File: src/rtl/cpu_pkg.sv
// cpu_pkg: shared CPU constants, fetch state enum and fetch queue entry type
package cpu_pkg;
    localparam int PC_W = 8;
    localparam int INSTR_W = 16;
    localparam logic [1:0] FETCH_DEPTH = 2'd2;
    localparam logic [3:0] OP_JMP = 4'b1100;
    localparam logic [3:0] OP_JZ = 4'b1101;
    localparam logic [3:0] OP_HLT = 4'b1110;

    typedef enum logic {RUN, HALTED} state_t;

    typedef struct packed {
        logic [PC_W-1:0]    pc;
        logic [INSTR_W-1:0] word;
    } fetch_entry_t;

    function automatic logic is_hlt(input logic [INSTR_W-1:0] w);
        return w[15:12] == OP_HLT;
    endfunction
endpackage

File: src/rtl/fetch_queue.sv
// fetch_queue: 2-entry in-order {pc, word} FIFO with push/pop/flush; entry 0 is the head
module fetch_queue
    import cpu_pkg::*;
(
    input  logic                clk,
    input  logic                rst_n,
    input  logic                push,
    input  logic                pop,
    input  logic                flush,
    input  logic [PC_W-1:0]     din_pc,
    input  logic [INSTR_W-1:0]  din_word,
    output logic [PC_W-1:0]     head_pc,
    output logic [INSTR_W-1:0]  head_word,
    output logic [1:0]          count
);
    fetch_entry_t e0_q, e0_d, e1_q, e1_d, din;
    logic [1:0] count_q, count_d;

    always_comb begin
        din = '{pc: din_pc, word: din_word};
        e0_d = e0_q;
        e1_d = e1_q;
        count_d = count_q;
        if (flush) begin
            count_d = '0;
        end else if (pop && push) begin
            e0_d = (count_q == 2'd1) ? din : e1_q;
            e1_d = (count_q == 2'd1) ? e1_q : din;
        end else if (pop) begin
            e0_d = e1_q;
            count_d = count_q - 2'd1;
        end else if (push) begin
            e0_d = (count_q == 2'd0) ? din : e0_q;
            e1_d = (count_q == 2'd0) ? e1_q : din;
            count_d = count_q + 2'd1;
        end
    end

    always_ff @(posedge clk or negedge rst_n) begin
        if (!rst_n) begin
            e0_q <= '0;
            e1_q <= '0;
            count_q <= '0;
        end else begin
            e0_q <= e0_d;
            e1_q <= e1_d;
            count_q <= count_d;
        end
    end

    assign head_pc = e0_q.pc;
    assign head_word = e0_q.word;
    assign count = count_q;
endmodule

File: src/rtl/fetch_unit.sv
// fetch_unit: fetch PC, HLT stop/halt state and redirect flush around a 2-entry fetch queue
module fetch_unit
    import cpu_pkg::*;
(
    input  logic        clk,
    input  logic        rst_n,
    output logic [15:0] imem_addr,
    input  logic [15:0] imem_data,
    output logic [15:0] instr_out,
    output logic [7:0]  instr_pc,
    output logic        instr_valid,
    input  logic        instr_ready,
    input  logic        redirect,
    input  logic [7:0]  redirect_addr,
    output logic        halted
);
    logic [PC_W-1:0] fetch_pc_q, fetch_pc_d;
    logic fetch_stop_q, fetch_stop_d;
    state_t state_q, state_d;
    logic push, pop, redir;
    logic [1:0] count;

    fetch_queue u_queue (
        .clk       (clk),
        .rst_n     (rst_n),
        .push      (push),
        .pop       (pop),
        .flush     (redir),
        .din_pc    (fetch_pc_q),
        .din_word  (imem_data),
        .head_pc   (instr_pc),
        .head_word (instr_out),
        .count     (count)
    );

    // A pop coincident with redirect still completes; the flush only drops what is left.
    always_comb begin
        redir = redirect && state_q == RUN;
        instr_valid = state_q == RUN && count != 2'd0;
        pop = instr_valid && instr_ready;
        push = state_q == RUN && !fetch_stop_q && !redir && (count < FETCH_DEPTH || pop);
        fetch_pc_d = redir ? redirect_addr : push ? fetch_pc_q + 8'd1 : fetch_pc_q;
        fetch_stop_d = redir ? 1'b0 : (push && is_hlt(imem_data)) ? 1'b1 : fetch_stop_q;
        state_d = (pop && !redir && is_hlt(instr_out)) ? HALTED : state_q;
    end

    always_ff @(posedge clk or negedge rst_n) begin
        if (!rst_n) begin
            fetch_pc_q <= '0;
            fetch_stop_q <= 1'b0;
            state_q <= RUN;
        end else begin
            fetch_pc_q <= fetch_pc_d;
            fetch_stop_q <= fetch_stop_d;
            state_q <= state_d;
        end
    end

    assign imem_addr = {8'h00, fetch_pc_q};
    assign halted = state_q == HALTED;
endmodule

File: config.mk
export PLATFORM = sky130hd
export DESIGN_NAME = fetch_unit
export DESIGN_NICKNAME = d
export VERILOG_FILES = /design/src/rtl/cpu_pkg.sv /design/src/rtl/fetch_queue.sv /design/src/rtl/fetch_unit.sv
export SDC_FILE = /design/constraint.sdc
export NUM_CORES = 1
export LEC_CHECK = 0
export CAP_MARGIN = 5
export CORE_MARGIN = 2
export CORE_UTILIZATION = 30
export CTS_BUF_LIST = sky130_fd_sc_hd__clkbuf_8
export DETAILED_ROUTE_END_ITERATION = 6
export DONT_BUFFER_PORTS = 1
export PLACE_DENSITY = 0.55
export SYNTH_ARGS = -nofsm -noshare
export SYNTH_HDL_FRONTEND = slang
export SYNTH_SLANG_ARGS = --single-unit
export TNS_END_PERCENT = 20
File: constraint.sdc
create_clock -name clk -period 2.35 [get_ports clk]
set_clock_uncertainty 0.15 [all_clocks]
set_input_delay 0.1175 -clock clk [delete_from_list [all_inputs] [get_ports clk]]
set_output_delay 0.1175 -clock clk [all_outputs]
set_load 0.05 [all_outputs]
# ---- Word level (Yosys, flattened, before mapping)
# Index checks and enable logic that the tools add are counted.
dict set report totals {
  regBits 60
  inputBits 28
  out_inout_bits 42
  wordCells 63
}
dict set report classes {
  add_sub_neg 3
  order_cmp 1
  n_eq_ne 7
  n_mux 18
  n_bitwise 2
  reduce_logical 24
}
# op count
set op_table {}
lappend op_table {{two-way mux 24 bit} 10}
lappend op_table {{two-way mux 8 bit} 2}
lappend op_table {{logical AND 1 bit} 10}
lappend op_table {{nonzero test 3 bit} 3}
lappend op_table {{adder 8 x 1 -> 8 bit, second input constant} 1}
lappend op_table {{equality test 4 bit, second input constant} 2}
lappend op_table {{two-way mux 2 bit} 4}
lappend op_table {{nonzero test 2 bit} 4}
lappend op_table {{!= test 2 bit, second input constant} 3}
lappend op_table {{AND reduction 5 bit} 1}
lappend op_table {{AND reduction 3 bit} 1}
lappend op_table {{adder 2 x 1 -> 2 bit, second input constant} 1}
lappend op_table {{equality test 2 x 1 -> 1 bit, second input constant} 1}
lappend op_table {{zero test 1 bit} 2}
lappend op_table {{zero test 2 bit} 1}
lappend op_table {{< comparator 2 bit, second input constant} 1}
lappend op_table {{two-way mux 1 bit} 2}
lappend op_table {{!= test 2 x 1 -> 1 bit, second input constant} 1}
lappend op_table {{NOT 1 bit} 2}
lappend op_table {{AND reduction 2 bit} 1}
lappend op_table {{subtractor 2 x 1 -> 2 bit, second input constant} 1}
lappend op_table {{logical OR 1 bit} 1}

# ---- Longest topological paths before layout
dict set report logic_depth {
  ltp_word 9
  depth_mapped 8
  depth_no_buf 6
}

# ---- Modules after synthesis
# A second synthesis with hierarchy kept.
dict set report unflattened {
  cells_unflattened 220
  hier_area_um2 2935.3
}
# mod n_inst cells_each area_per_inst_um2 seq_area_each_um2
set modules_own_cells {}
lappend modules_own_cells {fetch_queue 1 147 2258.4 1251.2}
lappend modules_own_cells {fetch_unit 1 73 676.9 250.2}

# ---- Least setup slack after synthesis
# Ideal clock, no wire load.
dict set report synth_path {
  path_kind {flip-flop to flip-flop}
  start {register u_queue.count_q[1], in the netlist u_queue.count[1]}
  end {register u_queue.e1_q[10] (netlist name)}
  setup_ns 0.125
  t_arrival_ns 2.323
  t_required_ns 2.075
  slack_ns -0.247
  path_stages_with_launch 7
  n_path_buf 1
  period_less_slack_ns 2.597
  path_cell_list {dfrtp_1 -> inv_1 -> ha_1 -> nor2_1 -> o2111ai_1 -> buf_2 -> mux2_2}
}
dict set report synth_between {
  elab_chain_cells 8
  elab_cells_between_ends 15
  cone_classes {order compare (1); eq/ne (4); mux (1); reduce/logical (9)}
}
# element line
set synth_rtl {}
lappend synth_rtl {{start, declared} fetch_queue.sv:17} ;# logic [1:0] count_q, count_d;
lappend synth_rtl {{start signal, assigned} fetch_queue.sv:47} ;# count_q <= count_d;
lappend synth_rtl {{nonzero test 2 bit *} fetch_unit.sv:39} ;# instr_valid = state_q == RUN && count != 2'd0;
lappend synth_rtl {{logical AND 1 bit *} fetch_unit.sv:39}
lappend synth_rtl {{net instr_valid} fetch_unit.sv:11} ;# output logic instr_valid,
lappend synth_rtl {{logical AND 1 bit *} fetch_unit.sv:40} ;# pop = instr_valid && instr_ready;
lappend synth_rtl {{logical OR 1 bit} fetch_unit.sv:41} ;# push = state_q == RUN && !fetch_stop_q && !redir && (count < FETCH_DEPTH || pop);
lappend synth_rtl {{logical AND 1 bit} fetch_unit.sv:41}
lappend synth_rtl {{logical AND 1 bit} fetch_queue.sv:26} ;# end else if (pop && push) begin
lappend synth_rtl {{!= test 2 bit (no line), or another cell as far along} --}
lappend synth_rtl {{AND reduction 5 bit (no line)} --}
lappend synth_rtl {{end signal, assigned} fetch_queue.sv:42} ;# e1_q <= '0;
lappend synth_rtl {{end signal, assigned} fetch_queue.sv:46} ;# e1_q <= e1_d;
lappend synth_rtl {{end, declared} fetch_queue.sv:16} ;# fetch_entry_t e0_q, e0_d, e1_q, e1_d, din;
# The timed path passes the listed nets; every way through them passes the cells marked *.
# A chain may end at the register's enable or synchronous reset.

# ---- Worst setup path after layout
dict set report layout_path {
  start {register u_queue.count_q[1], in the netlist u_queue.count[1]}
  end {register u_queue.e0_q (netlist bit u_queue.head_word[11])}
}
dict set report layout_between {
  elab_chain_cells 8
  elab_cells_between_ends 15
  cone_classes {order compare (1); eq/ne (1); mux (3); reduce/logical (10)}
}
# element line
set layout_rtl {}
lappend layout_rtl {{nonzero test 2 bit} fetch_unit.sv:39}
lappend layout_rtl {{logical AND 1 bit} fetch_unit.sv:39}
lappend layout_rtl {{logical AND 1 bit} fetch_unit.sv:40}
lappend layout_rtl {{logical OR 1 bit} fetch_unit.sv:41}
lappend layout_rtl {{logical AND 1 bit} fetch_unit.sv:41}
lappend layout_rtl {{logical AND 1 bit} fetch_queue.sv:26}
lappend layout_rtl {{nonzero test 3 bit (no line)} --}
lappend layout_rtl {{AND reduction 3 bit (no line)} --}
lappend layout_rtl {{end signal, assigned} fetch_queue.sv:41} ;# e0_q <= '0;
lappend layout_rtl {{end signal, assigned} fetch_queue.sv:45} ;# e0_q <= e0_d;
lappend layout_rtl {{end, declared} fetch_queue.sv:16}
# Parallel ways exist; a longest one is shown, timed or not.

==> reports/metrics.csv <==
stage,metric,value,unit
run_status,outcome,finished clean,
critical_path,crit_chain,inv_1 > ha_2 > or3b_2 > a211o_1 > buf_4 > o21ai_0,
critical_path,path_buf_inv,2,
timing,fin_tns_setup,0,ns
critical_path,crit_fanout,26,
critical_path,regToRegSetupSlack,0.13,ns
route,dr.pass1.iters,4,
die,start_util,30.6,%
synth,async_flop_share,100,%
clock_tree,cts_made_buffers,9,
power,power.leakage,0.00152,uW
die,die_h,101,um
die,pin_count,70,
route,wl_per_cell,15.3,um
hold_path,hold_class,input port to flip-flop,
synth,synth_area_leaders,"dfrtp_1 (54%), mux2_2 (9.7%), mux2i_1 (8.6%)",
route,drt-vias-per-instance,4.94,
synth,synth_area_leader_cell,dfrtp_1,
synth,synth_cells,249,
power,ir_worst_vdd,0.000183,V
finish,area_growth,23.2,%
critical_path,reg2reg_from,u_queue.count[1]$_DFFE_PN0P_,
hold_path,hold-path-cell-count,2,
global_route,grt-ovfl-total,0,
synth,yosysMostFrequentCell,dfrtp_1,
die,die_x,101,um
timing,slew_headroom,59.2,%
critical_path,cp_slowest_cell,or3b_2,
route,drt_wl_total,6.23,mm
synth,ys_ff_latch,60,
critical_path,crit_family,compound AO/OA/AOI/OAI gates,
synth,yosys-top-cells-count,"dfrtp_1 (60), nand2_1 (34), o21ai_0 (25), mux2_2 (24), mux2i_1 (24)",
critical_path,r2r-end,u_queue.head_word[11]$_DFFE_PN0P_,
die,rows,35,
hold_path,min_to,halted$_DFFE_PN0P_,
clock_tree,tritoncts,done,
clock_tree,cts_max_level,3,
power,power.density,597,nW/um^2
critical_path,critical_path_class,flip-flop to flip-flop,
critical_path,cp.arrival,2.30,ns
placed_design,dpl.cell_count,365,
synth,synth_top_area_share,53.7,%
global_route,grt_usage,13.1,%
finish,diodes,0,
timing,max_freq,450,MHz
global_route,antenna_found_initial,0,
job,max_cap_violations,0,
critical_path,cp_slowest_stage_delay,0.45,ns
route,drc,0,
placed_design,placed_cell_area,3000,um^2
finish,post-route-cell-area,3450,um^2
placed_design,hpwlAfterDp,4.06,mm
die,fp.coreArea,9150,um^2
die,dieArea,10100,um^2
route,ant_nets,0,
synth,synth-seq-area-share,53.7,%
timing,finalCritPeriodShare,94.6,%
clock_tree,cts_sinks,60,
critical_path,cp-end-kind,flip-flop,
placed_design,gp_congestion,0.753,
timing,slew_viol_final,0,
clock_tree,clockBufferDepth,2,
synth,synth-edff-count,0,
synth,avgSynthCellArea,11.2,um^2
finish,drive_gt1_share,20.3,%
clock_tree,clk_latency,0.33,ns
timing,rsz0062_at_grt,no,
critical_path,rr_worst_depth,6,
power,p_total,2060,uW
global_route,grt_max_degree,61,
timing,worstMarginPinSlew,0.612,ns
finish,fin_nets,323,
synth,synth_ff_type,dfrtp_1,
timing,min_period,2.22,ns
synth,syn-cell-area,2800,um^2
synth,ys_types,37,
timing,timing.final.hold_violations,0,
critical_path,start_kind,flip-flop,
finish,finalNonFillerCells,406,
clock_tree,cts_setup_buffers,0,
finish,fill_cells,907,
clock_tree,cts_root_buf,clkbuf_8,
route,vias,2005,
hold_path,worstHoldStart,instr_ready,
critical_path,crit_required,2.42,ns
clock_tree,clkSlewWorstSetupHoldPaths,0.07,ns
global_route,grt_pass1_vias,1988,
synth,ys_warn_count,0,
placed_design,portBuffers,0,
global_route,grt_pass1_wl,10.2,mm
route,drt_iter0_markers,41,
timing,setup-violations-final,0,
cells by family (layout without fill, tap and decap cells):
| group | Yosys count | count (layout) | synth area share [%] |
|---|---|---|---|
| buffers and inverters | 23 | 62 | 4.96 |
| muxes | 48 | 48 | 18.2 |
| DFF | 60 | 60 | 53.7 |
| and+or+nand+nor | 62 | 62 | 10.4 |
| xor gates and xnor gates | 1 | 1 | 0.313 |
| AOI/OAI and AO/OA | 51 | 51 | 11.0 |
| adders and majority gates | 3 | 3 | 1.34 |
| other | 1 | 8 | 0.134 |
cell type report:
class                           count  area [um^2]  share of cell area [%]
Timing Repair Buffer               44          440                    12.8
Inverter                            4         15.0                   0.436
Clock buffer                       10          138                    3.99
Tap cell                          111          139                    4.03
Sequential cell                    60         1500                    43.6
Clock inverter                      4         18.8                   0.544
Multi-Input combinational cell    173         1190                    34.7
worst max-delay path by stage:
stage | start | to | slack, ns | cells past startpoint
after global placement | u_queue.count[0]$_DFFE_PN0P_ | fetch_pc_q[7]$_DFFE_PN0P_ | 0.19 | 6
final | u_queue.count[1]$_DFFE_PN0P_ | u_queue.head_word[11]$_DFFE_PN0P_ | 0.13 | 6
after floorplan | halted$_DFFE_PN0P_ | u_queue.e1_q[10]$_DFFE_PN0P_ | 0.05 | 4
after CTS | u_queue.count[1]$_DFFE_PN0P_ | u_queue.head_word[11]$_DFFE_PN0P_ | 0.09 | 6
after detailed placement | u_queue.count[0]$_DFFE_PN0P_ | fetch_pc_q[7]$_DFFE_PN0P_ | 0.14 | 6
after global routing | u_queue.count[1]$_DFFE_PN0P_ | u_queue.head_word[11]$_DFFE_PN0P_ | 0.01 | 7
per-stage QoR:
stage               hold slack [ns]  utilization (%)  worst slack, ns
floorplan                    -0.328                -           0.0456
global placement             -0.326             32.8            0.192
detailed placement           -0.326             32.8            0.140
CTS                          0.0114             37.6           0.0873
global route                 0.0280             37.7           0.0100
finish                       0.0331             37.7            0.128
sequential cells by signal (all words and copies together) (netlist names):
signal             flops
u_queue.e1_q          24
u_queue.head_word     16
fetch_pc_q             8
u_queue.head_pc        8
u_queue.count          2
fetch_stop_q           1
halted                 1
cells in the final DEF, fill, tap and decap left out, types with 3 or more instances in the layout:
cell / instances
or3_1: 5
nand2_1: 34
dlygate4sd3_1: 26
clkbuf_8: 10
clkinv_2: 3
nor2_1: 9
a31oi_1: 7
o31ai_1: 3
buf_4: 15
dfrtp_1: 60
mux2i_1: 24
inv_1: 5
conb_1: 8
o21ai_1: 6
mux2_2: 24
o21ai_0: 25
power by group:
part | leakage [uW] | internal [uW] | switching, uW
sequential | 0.000806 | 1050 | 52.2
clock | 0.0000890 | 390 | 383
combinational | 0.000624 | 66.6 | 116
timing repair:
item / in CTS / in global routing
hold buffers: 27 / 0
endpoints found under the hold margin: 104 / 0
endpoints found under the setup margin: 0 / 1
gates resized for setup: 0 / 1
worst reg2reg max path, stage by stage, from the launching register on:
cell	delay, ns
dfrtp_1	0.38
inv_1	0.12
ha_2	0.23
or3b_2	0.45
a211o_1	0.32
buf_4	0.22
o21ai_0	0.25
per-layer routing:
layer / vias to the layer above / part of all wire [%] / GRT usage [%]
met1: 973 / 45 / 15.7
met4: 0 / 2.2 / 5.06
li1: 962 / - / -
met3: 11 / 6.2 / 5.48
met2: 59 / 47 / 21.0
met5: - / 0 / 0
Power figures use the tool's default switching activity.
